===== src/rtl/prr_st_valid_sched.sv =====
// -----------------------------------------------------------------------------
// prr_st_valid_sched
//
// Store-stream valid scheduler for one PRR-to-GLB channel. Software programs
// a loop nest (dimension, per-level extent and cycle stride) through the CGRA
// config bus. After a start pulse a free-running, stall-aware cycle counter is
// compared against the current loop-nest target; every match produces a
// one-cycle valid strobe and advances the nest odometer-style (level 0
// fastest). A counter that overtakes its target flags a sticky error.
//
// Ports
//   clk, reset_n            clock, asynchronous active-low reset
//   cfg_wr_en/addr/data     config write port (accepted in IDLE/DONE only)
//   cfg_rd_en/addr          config read request
//   cfg_rd_data             combinational readback, 0 if disabled/unmapped
//   start                   launches the schedule from IDLE or DONE
//   stall                   freezes counter, iterators and state
//   flush                   synchronous abort to IDLE (wins over start/stall)
//   valid_o                 registered valid strobe toward io1 PRR-to-GLB
//   busy_o                  high while running
//   done_o                  high once the schedule has ended
//   err_o                   sticky: a target was missed
//
// Register map (address bits [4:0]):
//   0        CTRL, bits[3:0] = dim
//   1 + 2i   extent[i]   (0 behaves as 1)
//   2 + 2i   cycle_stride[i]
// -----------------------------------------------------------------------------
module prr_st_valid_sched #(
    parameter int LOOP_LEVEL          = 8,
    parameter int CNT_WIDTH           = 32,
    parameter int CGRA_CFG_ADDR_WIDTH = 32,
    parameter int CGRA_CFG_DATA_WIDTH = 32
) (
    input  logic                           clk,
    input  logic                           reset_n,
    input  logic                           cfg_wr_en,
    input  logic [CGRA_CFG_ADDR_WIDTH-1:0] cfg_wr_addr,
    input  logic [CGRA_CFG_DATA_WIDTH-1:0] cfg_wr_data,
    input  logic                           cfg_rd_en,
    input  logic [CGRA_CFG_ADDR_WIDTH-1:0] cfg_rd_addr,
    output logic [CGRA_CFG_DATA_WIDTH-1:0] cfg_rd_data,
    input  logic                           start,
    input  logic                           stall,
    input  logic                           flush,
    output logic                           valid_o,
    output logic                           busy_o,
    output logic                           done_o,
    output logic                           err_o
);

    typedef enum logic [1:0] {
        ST_IDLE = 2'd0,
        ST_RUN  = 2'd1,
        ST_DONE = 2'd2
    } state_t;

    localparam logic [CNT_WIDTH-1:0] CNT_ONE = CNT_WIDTH'(1);

    state_t                               state_reg, state_next;
    logic [3:0]                           dim_reg;
    logic [CNT_WIDTH-1:0]                 cnt_reg;
    logic                                 valid_reg, valid_next;
    logic                                 err_reg, err_next;

    logic                                 cnt_clr, cnt_inc, it_clr, advance;
    logic                                 dim_ok, all_wrap, cfg_wr_ok, carry;
    logic [4:0]                           wr_idx, rd_idx;
    logic [LOOP_LEVEL-1:0]                active, wrap, inc;
    logic [CNT_WIDTH-1:0]                 target;
    logic [LOOP_LEVEL-1:0][CNT_WIDTH-1:0] cur_all, extent_all, stride_all;

    logic unused_addr_bits;
    assign unused_addr_bits = ^{cfg_wr_addr[CGRA_CFG_ADDR_WIDTH-1:5],
                                cfg_rd_addr[CGRA_CFG_ADDR_WIDTH-1:5]};

    assign wr_idx    = cfg_wr_addr[4:0];
    assign rd_idx    = cfg_rd_addr[4:0];
    assign cfg_wr_ok = cfg_wr_en && (state_reg != ST_RUN);
    assign dim_ok    = (dim_reg != 4'd0) && (int'(dim_reg) <= LOOP_LEVEL);

    // ------------------------------------------------------------------
    // Per-level configuration, iterator and running partial target.
    // cur_reg tracks it_reg * stride incrementally so no multiplier is needed.
    // ------------------------------------------------------------------
    for (genvar gi = 0; gi < LOOP_LEVEL; gi++) begin : g_lvl
        logic [CNT_WIDTH-1:0] extent_reg, stride_reg, it_reg, cur_reg;

        assign active[gi] = (int'(dim_reg) > gi);
        // extent 0 and 1 both mean a single iteration, so the level always wraps
        assign wrap[gi]   = (extent_reg <= CNT_ONE) ? 1'b1
                                                    : (it_reg == (extent_reg - CNT_ONE));

        assign cur_all[gi]    = cur_reg;
        assign extent_all[gi] = extent_reg;
        assign stride_all[gi] = stride_reg;

        always_ff @(posedge clk or negedge reset_n) begin
            if (!reset_n) begin
                extent_reg <= '0;
                stride_reg <= '0;
            end else if (cfg_wr_ok) begin
                if (wr_idx == 5'(1 + 2 * gi)) extent_reg <= CNT_WIDTH'(cfg_wr_data);
                if (wr_idx == 5'(2 + 2 * gi)) stride_reg <= CNT_WIDTH'(cfg_wr_data);
            end
        end

        always_ff @(posedge clk or negedge reset_n) begin
            if (!reset_n) begin
                it_reg  <= '0;
                cur_reg <= '0;
            end else if (it_clr) begin
                it_reg  <= '0;
                cur_reg <= '0;
            end else if (inc[gi]) begin
                if (wrap[gi]) begin
                    it_reg  <= '0;
                    cur_reg <= '0;
                end else begin
                    it_reg  <= it_reg + CNT_ONE;
                    cur_reg <= cur_reg + stride_reg;
                end
            end
        end
    end

    // Odometer carry: a level steps only when every faster level wraps.
    always_comb begin
        inc   = '0;
        carry = advance;
        for (int i = 0; i < LOOP_LEVEL; i++) begin
            inc[i] = carry & active[i];
            carry  = carry & wrap[i];
        end
    end

    // Last match of the nest: every active level wraps on this advance.
    assign all_wrap = &(wrap | ~active);

    // Target = sum of active partial targets, truncated to CNT_WIDTH.
    always_comb begin
        target = '0;
        for (int i = 0; i < LOOP_LEVEL; i++) begin
            if (active[i]) target = target + cur_all[i];
        end
    end

    // ------------------------------------------------------------------
    // Control FSM
    // ------------------------------------------------------------------
    always_ff @(posedge clk or negedge reset_n) begin
        if (!reset_n) begin
            state_reg <= ST_IDLE;
            valid_reg <= 1'b0;
            err_reg   <= 1'b0;
        end else begin
            state_reg <= state_next;
            valid_reg <= valid_next;
            err_reg   <= err_next;
        end
    end

    always_comb begin
        state_next = state_reg;
        valid_next = 1'b0;
        err_next   = err_reg;
        cnt_clr    = 1'b0;
        cnt_inc    = 1'b0;
        it_clr     = 1'b0;
        advance    = 1'b0;
        if (flush) begin
            state_next = ST_IDLE;
            err_next   = 1'b0;
            it_clr     = 1'b1;
            cnt_clr    = 1'b1;
        end else begin
            case (state_reg)
                ST_IDLE, ST_DONE: begin
                    if (start) begin
                        it_clr     = 1'b1;
                        cnt_clr    = 1'b1;
                        err_next   = 1'b0;
                        // an illegal dimension ends immediately with no valids
                        state_next = dim_ok ? ST_RUN : ST_DONE;
                    end
                end
                ST_RUN: begin
                    if (!stall) begin
                        cnt_inc = 1'b1;
                        if (cnt_reg == target) begin
                            valid_next = 1'b1;
                            advance    = 1'b1;
                            if (all_wrap) state_next = ST_DONE;
                        end else if (cnt_reg > target) begin
                            err_next   = 1'b1;
                            state_next = ST_DONE;
                        end
                    end
                end
                default: state_next = ST_IDLE;
            endcase
        end
    end

    always_ff @(posedge clk or negedge reset_n) begin
        if (!reset_n) begin
            cnt_reg <= '0;
            dim_reg <= 4'd0;
        end else begin
            if (cnt_clr)      cnt_reg <= '0;
            else if (cnt_inc) cnt_reg <= cnt_reg + CNT_ONE;
            if (cfg_wr_ok && (wr_idx == 5'd0)) dim_reg <= cfg_wr_data[3:0];
        end
    end

    // ------------------------------------------------------------------
    // Config readback
    // ------------------------------------------------------------------
    always_comb begin
        cfg_rd_data = '0;
        if (cfg_rd_en) begin
            if (rd_idx == 5'd0) cfg_rd_data = CGRA_CFG_DATA_WIDTH'(dim_reg);
            for (int i = 0; i < LOOP_LEVEL; i++) begin
                if (rd_idx == 5'(1 + 2 * i)) cfg_rd_data = CGRA_CFG_DATA_WIDTH'(extent_all[i]);
                if (rd_idx == 5'(2 + 2 * i)) cfg_rd_data = CGRA_CFG_DATA_WIDTH'(stride_all[i]);
            end
        end
    end

    assign valid_o = valid_reg;
    assign busy_o  = (state_reg == ST_RUN);
    assign done_o  = (state_reg == ST_DONE);
    assign err_o   = err_reg;

endmodule


===== config.mk =====
export PLATFORM = sky130hd
export DESIGN_NAME = prr_st_valid_sched
export DESIGN_NICKNAME = d
export VERILOG_FILES = /design/src/rtl/prr_st_valid_sched.sv
export SDC_FILE = /design/constraint.sdc
export NUM_CORES = 2
export LEC_CHECK = 0
export BUFFER_PORTS_ARGS = -buffer_cell sky130_fd_sc_hd__buf_4
export CORE_MARGIN = 3
export CORE_UTILIZATION = 45
export DETAILED_ROUTE_END_ITERATION = 16
export SKIP_CTS_REPAIR_TIMING = 1
export SYNTH_ARGS = -nofsm -noshare
export SYNTH_HDL_FRONTEND = slang
export SYNTH_SLANG_ARGS = --single-unit

===== constraint.sdc =====
create_clock -name clk -period 17.8 [get_ports clk]
set_input_delay 0 -clock clk [delete_from_list [all_inputs] [get_ports clk]]
set_output_delay 0 -clock clk [all_outputs]
set_load 0.01 [all_outputs]

==> impl_results.md <==
- Result of the run: complete, no violations
- Via count: 76400
- Clock root buffer: clkbuf_16
- Overall routed net length: 340000 µm
- Antenna violations before repair: 37
- Combinational share of power: 34.5%
- Cell Rows: 156
- Clock-pin transition on the worst setup and hold timing paths: 60 ps
- Worst-Margin Slew: 1250 ps
- Cell at the slowest stage of the critical path: or4_4
- Seq cells post-synth: between 1000 and 1500
- Max IR drop VDD: 101 µV
- Post-Syn Area per Cell: 8.76 µm²
- Critical-path maximum fanout: 26
- Worst-case reg-to-reg path depth: 77
- Required time at the worst-slack endpoint: 18530 ps
- Wire length per cell after detailed routing: 28.6 µm
- Filler cell count: 16900
- Maximum number of pins on one net before global-route repair: 144
- Number of failing hold endpoints at the final stage: 0
- Synth top area cells: dfrtp_1 32%, ha_1 8.0%, mux2_2 7.6%, o21ai_0 5.4%, xnor2_1 4.5%
- H-tree Lvls: 4
- Via count of the first global-routing pass: 71900
- Number of enable flip-flop cells after synthesis: 0
- Number of nets with antenna violations after routing: 0
- Net count of the finished layout: between 10000 and 15000
- Fin Setup TNS: 0 ps
- Post-Place Cell Area: 86000 µm²
- Die width: between 400 and 500 µm
- Pre-antenna DRT Iters: 13
- Most frequently used flop master after synthesis: dfrtp_1
- Cts bufs inserted: 135
- Fraction of synthesized cell area taken by the top area cell type: 32.4%
- Most area-hungry cell type in the Yosys netlist: dfrtp_1
- Clk Latency, worst-skew pair: 830 ps
- Max clock buf depth: 3
- Area added between synthesis and finish: 11.4%
- Leakage: 41.9 nW
- Port-buffer cells: 84
- Mean number of vias per cell: 6.44
- Placer's final routability congestion estimate: 1.05
- Final clock skew: 53.2 ps
- Final Setup Violations: 0
- Core Footprint: 181000 µm²
- Share of async-settable or async-resettable flops after synthesis: 100%
- Post-layout instance count excluding filler cells: 11900
- Total die area: ~190000 µm²
- Overall die height: 433 µm
- FF/Latch Area: about 27000 µm²
- Placed cell count: 11600
- Switching share of total power: 41.3%
- Total track usage: 35.4%
- Max cap viols: 0
- Tightest slew margin relative to the limit: between 15 and 20%
- Capturing element type of the critical path: flop
- Number of top-level design ports: about 140
- Post-route design area: 91400 µm²
- Final Max Slew Viols: 0
- Multi-input gate area in the final layout: 53000 µm²
- Share of final-layout standard cells stronger than drive strength 1: 13.1%
- Overflow left after global routing: 0
- Violation count after the first detailed-route iteration: roughly 8000
- R2r endpoint: g_lvl[6].it_reg[9]
- Netlist cell types: 101
- Startpoint type of the worst setup path: flop
- Final critical path time including I/O delays and setup: 16930 ps
- Most instantiated library cell after synthesis: dfrtp_1
- Clock network fraction of total power: a little under a third
- Net switching power of the design: ~4.2 mW
- Post-route fraction of the period consumed by the critical path: 95.1%
- Part of the Yosys area used for sequential elements: 32.4%
- Power Density: 111 nW/µm²
- Worst hold path endpoint: g_lvl[0].stride_reg[29]
- Number of standard cells after synthesis: 9371
- First-pass GRT wire length: 491000 µm
- Slack of the worst reg-to-reg path: 870 ps
- Fmax: approximately 59 MHz
- Critical R2R Launch: dim_reg[3]
- Netlist Area Pre-Place: 82100 µm²
- Net count after synthesis: around 10000
- DRC violations left: 0
- Launch point of the worst hold path: cfg_wr_addr[3]
- TritonCTS clock tree: built
- Arrival time worst endpoint: 17660 ps
- CTS sink count: 1064
- Pint: 5.95 mW
- Flop pwr share: 35.6%
- Hold path depth: 4
- Hold crit path type: in2reg
- Type of the worst setup path: reg2reg
- Top cells by instance count after synthesis: 1064 x dfrtp_1, 886 x o21ai_0, 806 x nand2_1
- Largest stage delay on the critical path: 580 ps
- Starting density of the core: 45.4%
- Post-DP HPWL: 261000 µm
- Synthesis warning total: 0
[critical path, delay by kind of cell (launching register included)]
kind | cells | cell delay (ps)
multiplexers | 2 | 630
adder cells (fa/ha/maj) | 9 | 3050
XOR/XNOR | 9 | 1520
buffers and inverters | 6 | 1010
AO/OA/AOI/OAI | 28 | 5750
flip-flops | 1 | 470
AND/OR/NAND/NOR | 23 | 4390
[stage by stage]
step / power [mW] / hold WS [ps] / util (%) / setup WS, ps
after global placement: 6.93 / 48.8 / 47.5 / 770
after CTS: 10.0 / -792 / 50.2 / 434
final: 10.1 / 19.4 / 50.5 / 871
after floorplan: 5.48 / -296 / - / 2620
after global routing: 10.6 / 5.08 / 50.5 / -18.7
after detailed placement: 6.99 / 55.5 / 47.5 / 511
[layout by cell type, fill, tap and decap left out, types with 116 or more instances in the layout]
| master | instances |
|---|---|
| clkbuf_16 | 140 |
| xor2_1 | 331 |
| nor2_1 | 562 |
| or3_1 | 129 |
| mux2_2 | 553 |
| nand4_1 | 116 |
| ha_1 | 522 |
| dfrtp_1 | 1063 |
| o21ai_0 | 875 |
| inv_1 | 267 |
| nor3_1 | 188 |
| and3_1 | 197 |
| xnor2_1 | 426 |
| buf_4 | 244 |
| nand3_1 | 262 |
| nand2_1 | 805 |
| a21o_1 | 243 |
| a21oi_1 | 502 |
[worst max path at each step]
| stage | start | to | slack (ps) | cells after the start |
|---|---|---|---|---|
| after floorplan | dim_reg[1] | g_lvl[6].it_reg[9] | 2620 | 80 |
| after global placement | dim_reg[3] | g_lvl[6].it_reg[9] | 770 | 75 |
| after detailed placement | dim_reg[3] | g_lvl[6].it_reg[9] | 510 | 76 |
| after CTS | dim_reg[3] | g_lvl[6].it_reg[9] | 430 | 76 |
| after global routing | dim_reg[3] | g_lvl[6].cur_reg[10] | -20 | 75 |
| final | dim_reg[3] | g_lvl[6].it_reg[9] | 870 | 77 |
[layout make-up]
type	count	share of cell area [%]
Tap cell	2370	3.24
Antenna cell	20	0.0548
Sequential cell	1064	29.1
Timing Repair Buffer	316	3.12
Clock buffer	190	4.38
Inverter	268	1.10
Clock inverter	54	0.927
Multi-Input combinational cell	7587	58.0
[power by group through the flow]
stage / registers [mW] / logic, mW / clock network, mW
after floorplan: 3.00 / 2.48 / 0
after global placement: 3.60 / 3.33 / 0
after detailed placement: 3.60 / 3.39 / 0
after CTS: 3.56 / 3.41 / 3.07
after global routing: 3.59 / 3.80 / 3.16
final: 3.61 / 3.49 / 3.04
[layer usage]
layer / up-vias / part of all wire [%] / track usage (%)
met1: 37600 / 39 / 44.2
met4: 12 / 7.5 / 22.5
met5: - / 0.071 / 0.703
met3: 885 / 8.8 / 8.48
li1: 34600 / - / -
met2: 3326 / 44 / 55.0
[logic make-up after synthesis]
logic type	share of synthesized area (%)
xor+xnor	8.11
compound gates	21.4
buf+inv	3.34
flops	32.4
simple gates	18.1
mux	8.25
fa+ha+maj	8.35
(Power assumes the default switching activity.)
